`config.mk`:
```
export PLATFORM = sky130hd
export DESIGN_NAME = ddr_beat_ctrl
export DESIGN_NICKNAME = d
export VERILOG_FILES = /design/src/rtl/ddr_beat_ctrl_pkg.sv /design/src/rtl/ddr_beat_ctrl.sv
export SDC_FILE = /design/constraint.sdc
export NUM_CORES = 2
export LEC_CHECK = 0
export ABC_AREA = 1
export ABC_CLOCK_PERIOD_IN_PS = 2700
export CORE_AREA = 2 2 727 729
export CTS_CLUSTER_DIAMETER = 200
export DETAILED_ROUTE_END_ITERATION = 12
export DIE_AREA = 0 0 729 731
export PLACE_DENSITY = 0.42
export SLEW_MARGIN = 20
export SYNTH_ARGS = -nofsm -noshare
export SYNTH_HDL_FRONTEND = slang
export SYNTH_SLANG_ARGS = --single-unit
```
`constraint.sdc`:
```
create_clock -name clock -period 2.7 [get_ports clock]
set_input_delay 0.27 -clock clock [delete_from_list [all_inputs] [get_ports clock]]
set_output_delay 0.27 -clock clock [all_outputs]
set_load 0.05 [all_outputs]
```
`src/rtl/ddr_beat_ctrl_pkg.sv`:
```
// ---------------------------------------------------------------------------
// ddr_beat_ctrl_pkg
// Shared definitions for the DDR line-to-beat controller: the FSM state
// encoding, the beat counter width and the helper that forms the backing
// memory address of one beat.
// ---------------------------------------------------------------------------
package ddr_beat_ctrl_pkg;

    // Controller states: waiting for a core request, presenting a beat to the
    // backing memory, waiting for read data of the current beat, and the
    // single-cycle completion state.
    typedef enum logic [1:0] {
        IDLE   = 2'd0,
        REQ    = 2'd1,
        WAIT_R = 2'd2,
        DONE   = 2'd3
    } beatState_e;

    // The beat counter is three bits wide; a full 512-bit line has eight beats.
    localparam int CNT_W = 3;

    // A burst walks the eight 8-byte beats of the 64-byte aligned line in
    // ascending order; a single beat just drops the byte offset.
    function automatic logic [63:0] beatAddr(input logic [63:3] index,
                                             input logic [2:0]  beat,
                                             input logic        burst);
        logic [63:0] addr;
        if (burst) begin
            addr = {index[63:6], beat, 3'b000};
        end else begin
            addr = {index[63:3], 3'b000};
        end
        return addr;
    endfunction

endpackage

```
`src/rtl/ddr_beat_ctrl.sv`:
```
// ---------------------------------------------------------------------------
// ddr_beat_ctrl
// Converts one core DDR-channel request (a single 64-bit beat or a full
// 512-bit line) into a sequence of 64-bit requests on a valid/ready backing
// memory port, gathering read beats back into a 512-bit line.
//
// Ports
//   clock, reset_n          : single clock, synchronous active-low reset
//   ddr_chip_enable         : core request strobe, honoured only while idle
//   ddr_index               : byte address of the request
//   ddr_write_enable        : 1 = write, 0 = read
//   ddr_burst_mode          : 1 = whole line (BEATS beats), 0 = one beat
//   ddr_write_mask/_data    : per-bit write mask and write data for the line
//   ddr_read_data           : assembled read line
//   ddr_operation_done      : one-cycle completion pulse
//   ddr_ready               : high while a new request can be accepted
//   mem_req_valid/_ready    : beat request handshake to the backing memory
//   mem_addr/we/wdata/wmask : beat request payload
//   mem_rvalid/mem_rdata    : read data return from the backing memory
// ---------------------------------------------------------------------------
module ddr_beat_ctrl
    import ddr_beat_ctrl_pkg::*;
#(
    parameter int BEATS  = 8,
    parameter int BEAT_W = 64
) (
    input  logic                    clock,
    input  logic                    reset_n,
    input  logic                    ddr_chip_enable,
    input  logic [63:0]             ddr_index,
    input  logic                    ddr_write_enable,
    input  logic                    ddr_burst_mode,
    input  logic [BEATS*BEAT_W-1:0] ddr_write_mask,
    input  logic [BEATS*BEAT_W-1:0] ddr_write_data,
    output logic [BEATS*BEAT_W-1:0] ddr_read_data,
    output logic                    ddr_operation_done,
    output logic                    ddr_ready,
    output logic                    mem_req_valid,
    input  logic                    mem_req_ready,
    output logic [63:0]             mem_addr,
    output logic                    mem_we,
    output logic [BEAT_W-1:0]       mem_wdata,
    output logic [BEAT_W-1:0]       mem_wmask,
    input  logic                    mem_rvalid,
    input  logic [BEAT_W-1:0]       mem_rdata
);

    localparam int LINE_W = BEATS * BEAT_W;

    beatState_e        state_q, state_d;
    logic [63:3]       index_q, index_d;
    logic              we_q, we_d;
    logic              burst_q, burst_d;
    logic [LINE_W-1:0] mask_q, mask_d;
    logic [LINE_W-1:0] data_q, data_d;
    logic [LINE_W-1:0] rdata_q, rdata_d;
    logic [CNT_W-1:0]  beat_q, beat_d;
    logic              lastBeat;
    int                sliceLo;

    // Beat addresses are always 8-byte aligned, so the low index bits are
    // never needed once a request is latched.
    logic unusedIndexBits;
    assign unusedIndexBits = ^ddr_index[2:0];

    // Bit offset of the current beat inside the latched line; a single-beat
    // request keeps the counter at zero and therefore uses slice [63:0].
    assign sliceLo  = int'(beat_q) * BEAT_W;
    assign lastBeat = !burst_q || (beat_q == CNT_W'(BEATS - 1));

    // State register and request latches; reset abandons any transaction in
    // flight, so no completion pulse can follow it.
    always_ff @(posedge clock) begin
        if (!reset_n) begin
            state_q <= IDLE;
            index_q <= '0;
            we_q    <= 1'b0;
            burst_q <= 1'b0;
            mask_q  <= '0;
            data_q  <= '0;
            rdata_q <= '0;
            beat_q  <= '0;
        end else begin
            state_q <= state_d;
            index_q <= index_d;
            we_q    <= we_d;
            burst_q <= burst_d;
            mask_q  <= mask_d;
            data_q  <= data_d;
            rdata_q <= rdata_d;
            beat_q  <= beat_d;
        end
    end

    // Next-state logic. A request is latched only in IDLE, so strobes that
    // arrive while a transaction is running are simply dropped. Writes move
    // to the next beat directly on the handshake; reads detour through
    // WAIT_R until the memory returns the beat. Read data is cleared on
    // accept and then held until the next accept.
    always_comb begin
        state_d = state_q;
        index_d = index_q;
        we_d    = we_q;
        burst_d = burst_q;
        mask_d  = mask_q;
        data_d  = data_q;
        rdata_d = rdata_q;
        beat_d  = beat_q;

        unique case (state_q)
            IDLE: begin
                if (ddr_chip_enable) begin
                    index_d = ddr_index[63:3];
                    we_d    = ddr_write_enable;
                    burst_d = ddr_burst_mode;
                    mask_d  = ddr_write_mask;
                    data_d  = ddr_write_data;
                    rdata_d = '0;
                    beat_d  = '0;
                    state_d = REQ;
                end
            end
            REQ: begin
                if (mem_req_ready) begin
                    if (we_q) begin
                        if (lastBeat) begin
                            state_d = DONE;
                        end else begin
                            beat_d = beat_q + CNT_W'(1);
                        end
                    end else begin
                        state_d = WAIT_R;
                    end
                end
            end
            WAIT_R: begin
                if (mem_rvalid) begin
                    rdata_d[sliceLo +: BEAT_W] = mem_rdata;
                    if (lastBeat) begin
                        state_d = DONE;
                    end else begin
                        beat_d  = beat_q + CNT_W'(1);
                        state_d = REQ;
                    end
                end
            end
            DONE: begin
                beat_d  = '0;
                state_d = IDLE;
            end
            default: begin
                state_d = IDLE;
            end
        endcase
    end

    // Beat payload comes straight from the latched request, so it stays
    // stable for as long as the memory holds off the handshake.
    assign ddr_ready          = (state_q == IDLE);
    assign ddr_operation_done = (state_q == DONE);
    assign mem_req_valid      = (state_q == REQ);
    assign mem_we             = (state_q == REQ) && we_q;
    assign mem_addr           = beatAddr(index_q, beat_q, burst_q);
    assign mem_wdata          = data_q[sliceLo +: BEAT_W];
    assign mem_wmask          = mask_q[sliceLo +: BEAT_W];
    assign ddr_read_data      = rdata_q;

endmodule
```
; ---- Yosys cells after proc, flatten, opt, wreduce, memory -nomap -nowiden
; Cells that the tools add are included.
; W data, S select, Z words.
[word_totals]
word_cells = 50
input_bits = 1159
ff_bits = 1604
out_inout_bits = 708
[classes]
addsub = 2
shift = 4
muxes = 18
reduce_logical = 9
n_eq_ne = 9
[ops]
columns = op, count
row1 = $mux W512, 2
row2 = $pmux W512 S2, 1
row3 = $shiftx A512 B10 Y64, 2
row4 = $bwmux W512, 1
row5 = $shift A64 B33 Y512 const A, 1
row6 = $shiftx A64 B33 Y512, 1
row7 = $neg A9 Y33, 1
row8 = $mux W3, 5
row9 = $mux W2, 6
row10 = $pmux W3 S4, 1
row11 = $pmux W2 S4, 1
row12 = $reduce_and A4 Y1, 2
row13 = $mux W6, 1
row14 = $eq A2 B2 Y1 const B, 2
row15 = $ne A2 B1 Y1 const B, 2
row16 = $ne A2 B2 Y1 const B, 2
row17 = $add A3 B1 Y3 const B, 1
row18 = $eq A3 B3 Y1 const B, 1
row19 = $ne A3 B2 Y1 const B, 1
row20 = $reduce_and A3 Y1, 1
row21 = $eq A2 B1 Y1 const B, 1
row22 = $logic_not A2 Y1, 1
row23 = $reduce_and A2 Y1, 1
row24 = $reduce_bool A2 Y1, 1
row25 = other kinds (3), 3

; ---- Logic depth before layout (Yosys ltp)
[depth]
depth_word = 6
depth_mapped = 17
mapped_depth_nobuf = 11

; ---- Worst setup path before layout
; OpenSTA, ideal clock, no wires.
[synth_path]
path_kind = flip-flop to flip-flop
from = reg beat_q[0]
to = reg rdata_q[15], in the netlist ddr_read_data[15]
setup_slack_ps = 70
required_ps = 2630
stages_incl_launch_ff = 16
setup_ps = 70
t_arrival_ps = 2560
synth_period_minus_slack_ps = 2630
path_buffers = 7
path_cell_list = dfxtp_1 -> buf_4 -> inv_2 -> buf_6 -> buf_2 -> buf_2 -> ha_1 -> ha_1 -> buf_2 -> inv_2 -> nand3_1 -> nor3_2 -> buf_2 -> buf_2 -> nand4_1 -> a21oi_1
[synth_via]
elab_chain_cells = 5
word_cells_on_any_way = 6
cone_classes = 1 x add/sub / 2 x shift / 3 x mux
[synth_rtl]
columns = item, line
row1 = from (decl), ddr_beat_ctrl.sv:57  ; logic [CNT_W-1:0] beat_q, beat_d;
row2 = from (signal assigned), ddr_beat_ctrl.sv:91  ; beat_q <= beat_d;
row3 = $neg A9 Y33 *, ddr_beat_ctrl.sv:138  ; rdata_d[sliceLo +: BEAT_W] = mem_rdata;
row4 = $shiftx A64 B33 Y512 or $shift A64 B33 Y512 (tied branches), ddr_beat_ctrl.sv:138
row5 = $bwmux W512 *, ddr_beat_ctrl.sv:138
row6 = $mux W512 *, ddr_beat_ctrl.sv:137  ; if (mem_rvalid) begin
row7 = $pmux W512 S2 *, ddr_beat_ctrl.sv:110  ; unique case (state_q)
row8 = to (signal assigned), ddr_beat_ctrl.sv:90  ; rdata_q <= rdata_d;
row9 = to (decl), ddr_beat_ctrl.sv:56  ; logic [LINE_W-1:0] rdata_q, rdata_d;
; Mark *: on every way between the ends. The rest lies on a longest branch, timed or not. The select of a mux whose other input is x is not followed.
; A chain may end at the register's enable or synchronous reset.

; ---- Worst setup path in the final report
[layout_path]
from = reg beat_q[0]
to = out mem_wmask[42]
[layout_via]
elab_chain_cells = 1
[layout_rtl]
columns = item, line
row1 = $shiftx A512 B10 Y64, ddr_beat_ctrl.sv:165  ; assign mem_wmask = mask_q[sliceLo +: BEAT_W];
row2 = to (decl), ddr_beat_ctrl.sv:43  ; output logic [BEAT_W-1:0] mem_wmask,
; Every way passes these cells.

==> qor.txt <==
Outcome: complete, but fails checks
Failing checks: setup timing
Max Clock Freq: 305 MHz
CTS H-Tree Depth: 4
Startpoint types: flip-flop
Pin count of the biggest net entering global routing: 132
Layout cells sized above 1: 15.7%
Worst R2R End: ddr_read_data[148]$_SDFFE_PN0P_
Global-route usage over all layers: 19.1%
Net Switching: 51.3 mW
Crit path max fanout: 9
Final worst slack: -0.578 ns
Post-synth cell types: 28
Later-pin clock latency in the skew report: 0.93 ns
Pre-CTS WS: -0.356 ns
DR vias: 77900
Max incr delay on CP: 0.38 ns
Endpoint class of the critical path: output port
Final Max Slew Viols: 0
Clk buf depth: 4
P_leak: 45.5 nW
Pwr Density: 973 mW/mm^2
Hpwl dp: 409 mm
Antenna viol nets, final: 0
Period minus WS final: 3.28 ns
Required time worst endpoint: 2.43 ns
IO Pins: 1867
Initial Util: 12.6%
Mapped Area: 0.0665 mm^2
Crit path kind: reg2out
Die area: 0.533 mm^2
Routability cong.: 0.935
Critical path, cell by cell: buf_16, buf_16, buf_12, buf_4, buf_16, nor2_1, o22ai_1, nand2_1, buf_12, nand2_2, buf_12
Die span in y: 731 um
Comb pwr share: 49.5%
Synth warn: 0
FILL cells: 58300
Initial antenna violation count: 170
Final Hold Vio Count: 0
Final Util: 23.2%
Worst R2R Setup Slack: 0.10 ns
Cells after Synth: 9468
FF+latch area: 0.0321 mm^2
# nets final: 13500
Setup violations, final: 128
Worst-Margin Slew: 0.938 ns
Router iterations before antenna repair: 6
Clock root buffer: clkbuf_16
Max Clock Skew: 0.0770 ns
Placed insts: 18100
Int Pwr: 67.2 mW
#FFs+latches synth: 1604
Slowest cell on crit path: dfxtp_4
Hold path startpoint: ddr_write_data[160]
Worst R2R Start: beat_q[0]$_SDFFE_PN0P_
Footprint of the multi-input gates: 0.0336 mm^2
Clock sink count: 1604
Area Overhead vs Synth: 83.4%
CTS clk-pin slew, worst paths: 0.07 ns
Design area: 0.122 mm^2
Reg2reg path depth: 12
First-pass GRT wire length: 692 mm
Worst Path Arrival: 3.01 ns
Seq/Total Area, Yosys: 48.3%
Post-Layout Cell Count: 19500
WL final: 539 mm
# rows: 267
Avg WL per Cell: 27.6 um
Hold WC Path Type: in2reg
Grt ovf: 0
Clock network fraction of total power: 24.3%
Rel. slew slack: 37.7%
1st-iter DRT viols: 5217
Port bufs: 1860
Sequential Power Share: 26.2%
Vias in the first global route: 75600
Mapped Avg Cell Area: 7.02 um^2
RSZ-0062 raised after global routing: true
Net Sw Frac: 43.3%
Critical Path End: mem_wmask[42]
Residual DRC: 0
Fin crit share: 121%
TritonCTS buffer count: 207
Peak supply drop: 0.840 mV
TritonCTS clock tree: yes
DR vias/cell: 3.99
Placed Area: 0.0981 mm^2
Max cap viols: 0
CORE AREA: 0.526 mm^2
Die Width: 729 um
Worst setup startpoint: beat_q[0]$_SDFFE_PN0P_
-- Yosys cell counts (all sizes together) --
cell | count | area [um^2]
nand3 | 279 | 1400
o21bai | 2 | 15.0
dfxtp | 1604 | 32100
nor2 | 2863 | 10800
nor3 | 121 | 691
o21ai | 1611 | 8080
inv | 169 | 634
a21oi | 500 | 2500
buf | 362 | 1960
conb | 1 | 3.75
ha | 9 | 113
clkbuf | 504 | 1890
nand4 | 85 | 538
o22ai | 256 | 1600
nand2 | 1101 | 4140
o21a | 1 | 7.51
-- what timing repair did --
action / in CTS / in global routing
resized for setup: 1001 / 460
setup endpoints to repair: 139 / 603
endpoints found under the hold margin: 740 / 0
pin swaps: 189 / 150
gates cloned: 75 / 15
hold buffers: 737 / 0
setup buffers: 143 / 76
-- power groups by stage --
stage,Combinational [mW],Clock (mW),Sequential [mW]
floorplan,22.3,0,31.6
global placement,49.6,0,31.3
detailed placement,49.6,0,31.3
CTS,57.6,29.6,31.0
global route,62.2,30.5,31.6
finish,58.6,28.8,31.1
-- layer usage --
| metal | track usage [%] | routed length [um] | vias to the layer above |
|---|---|---|---|
| met5 | 0 | 336 | - |
| met4 | 8.28 | 30900 | 56 |
| met3 | 4.23 | 32800 | 751 |
| met2 | 36.2 | 281000 | 2673 |
| met1 | 20.0 | 194000 | 37600 |
| li1 | - | - | 36800 |
-- critical path, delay by kind of cell (launching register included) --
kind                   cells  cell delay (ns)
DFF                        1             0.38
and+or+nand+nor            3             0.40
AOI/OAI and AO/OA          1             0.13
buffers and inverters      7             1.10
-- state kept, by name, indices dropped and copies added, names as in the netlist --
name,count
beat_q,3
burst_q,1
data_q,512
ddr_read_data,512
index_q,61
mask_q,512
state_q,2
we_q,1
-- how the worst min path moves through the flow --
stage | endpoint | slack [ns] | depth (start not counted)
after floorplan | mask_q[488]$_SDFFE_PN0P_ | 0.42 | 2
after global placement | ddr_read_data[462]$_SDFFE_PN0P_ | 0.45 | 2
after detailed placement | ddr_read_data[221]$_SDFFE_PN0P_ | 0.45 | 2
after CTS | data_q[5]$_SDFFE_PN0P_ | 0.0001 | 3
after global routing | data_q[330]$_SDFFE_PN0P_ | 0.03 | 3
final | data_q[160]$_SDFFE_PN0P_ | 0.06 | 3
-- per-stage QoR --
| stage | power [mW] | TNS (ns) | hold WS, ns |
|---|---|---|---|
| floorplan | 53.9 | 0 | 0.419 |
| global placement | 80.9 | -6.77 | 0.447 |
| detailed placement | 81.0 | -3.99 | 0.452 |
| CTS | 118 | -141.09 | 0.000135 |
| global route | 124 | -79.36 | 0.0286 |
| finish | 119 | -58.42 | 0.0640 |
-- kinds of logic after synthesis --
logic type               Yosys count  synth area share, %
AND/OR/NAND/NOR                 4449                 26.4
AO/OA/AOI/OAI                   2370                 18.4
buffers and inverters           1035                 6.75
adder cells (fa/ha/maj)            9                0.169
flip-flops                      1604                 48.3
other                              1              0.00564
-- layout make-up --
| type | count | share of cell area, % |
|---|---|---|
| timing repair buffer | 3471 | 32.5 |
| multi-input combinational | 6831 | 27.6 |
| sequential | 1604 | 26.4 |
| tap | 6994 | 7.18 |
| clock buffer | 312 | 4.96 |
| clock inverter | 54 | 0.672 |
| inverter | 169 | 0.557 |
| antenna | 93 | 0.191 |
-- layout by cell type (no fill, tap or decap), types with 7 or more instances in the layout --
cell	netlist	layout
clkdlybuf4s50_1	0	1700
clkinv_2	0	24
nor2_4	0	25
nand4_1	84	84
nand2_4	0	100
o21ai_0	1586	1367
o22ai_1	256	139
buf_8	0	32
diode_2	0	93
buf_4	66	401
o22ai_2	0	86
clkbuf_16	0	223
nand2_8	0	38
o21ai_2	5	81
inv_2	11	8
buf_16	0	91
clkbuf_8	0	45
o22ai_4	0	31
nor3_1	104	80
nand3_1	278	278
nand2_1	1097	849
buf_6	1	122
o21ai_4	0	34
buf_12	0	353
o21ai_1	20	129
dlygate4sd3_1	0	737
dfxtp_1	1604	1601
nand2_2	4	114
nor3_2	17	35
clkbuf_1	504	59
ha_1	9	7
bufinv_16	0	13
bufbuf_16	0	9
nor2_2	7	47
dlygate4sd2_1	0	10
nor2_1	2855	2790
a21oi_1	500	499
inv_1	158	155
Power figures use the tool's default switching activity.
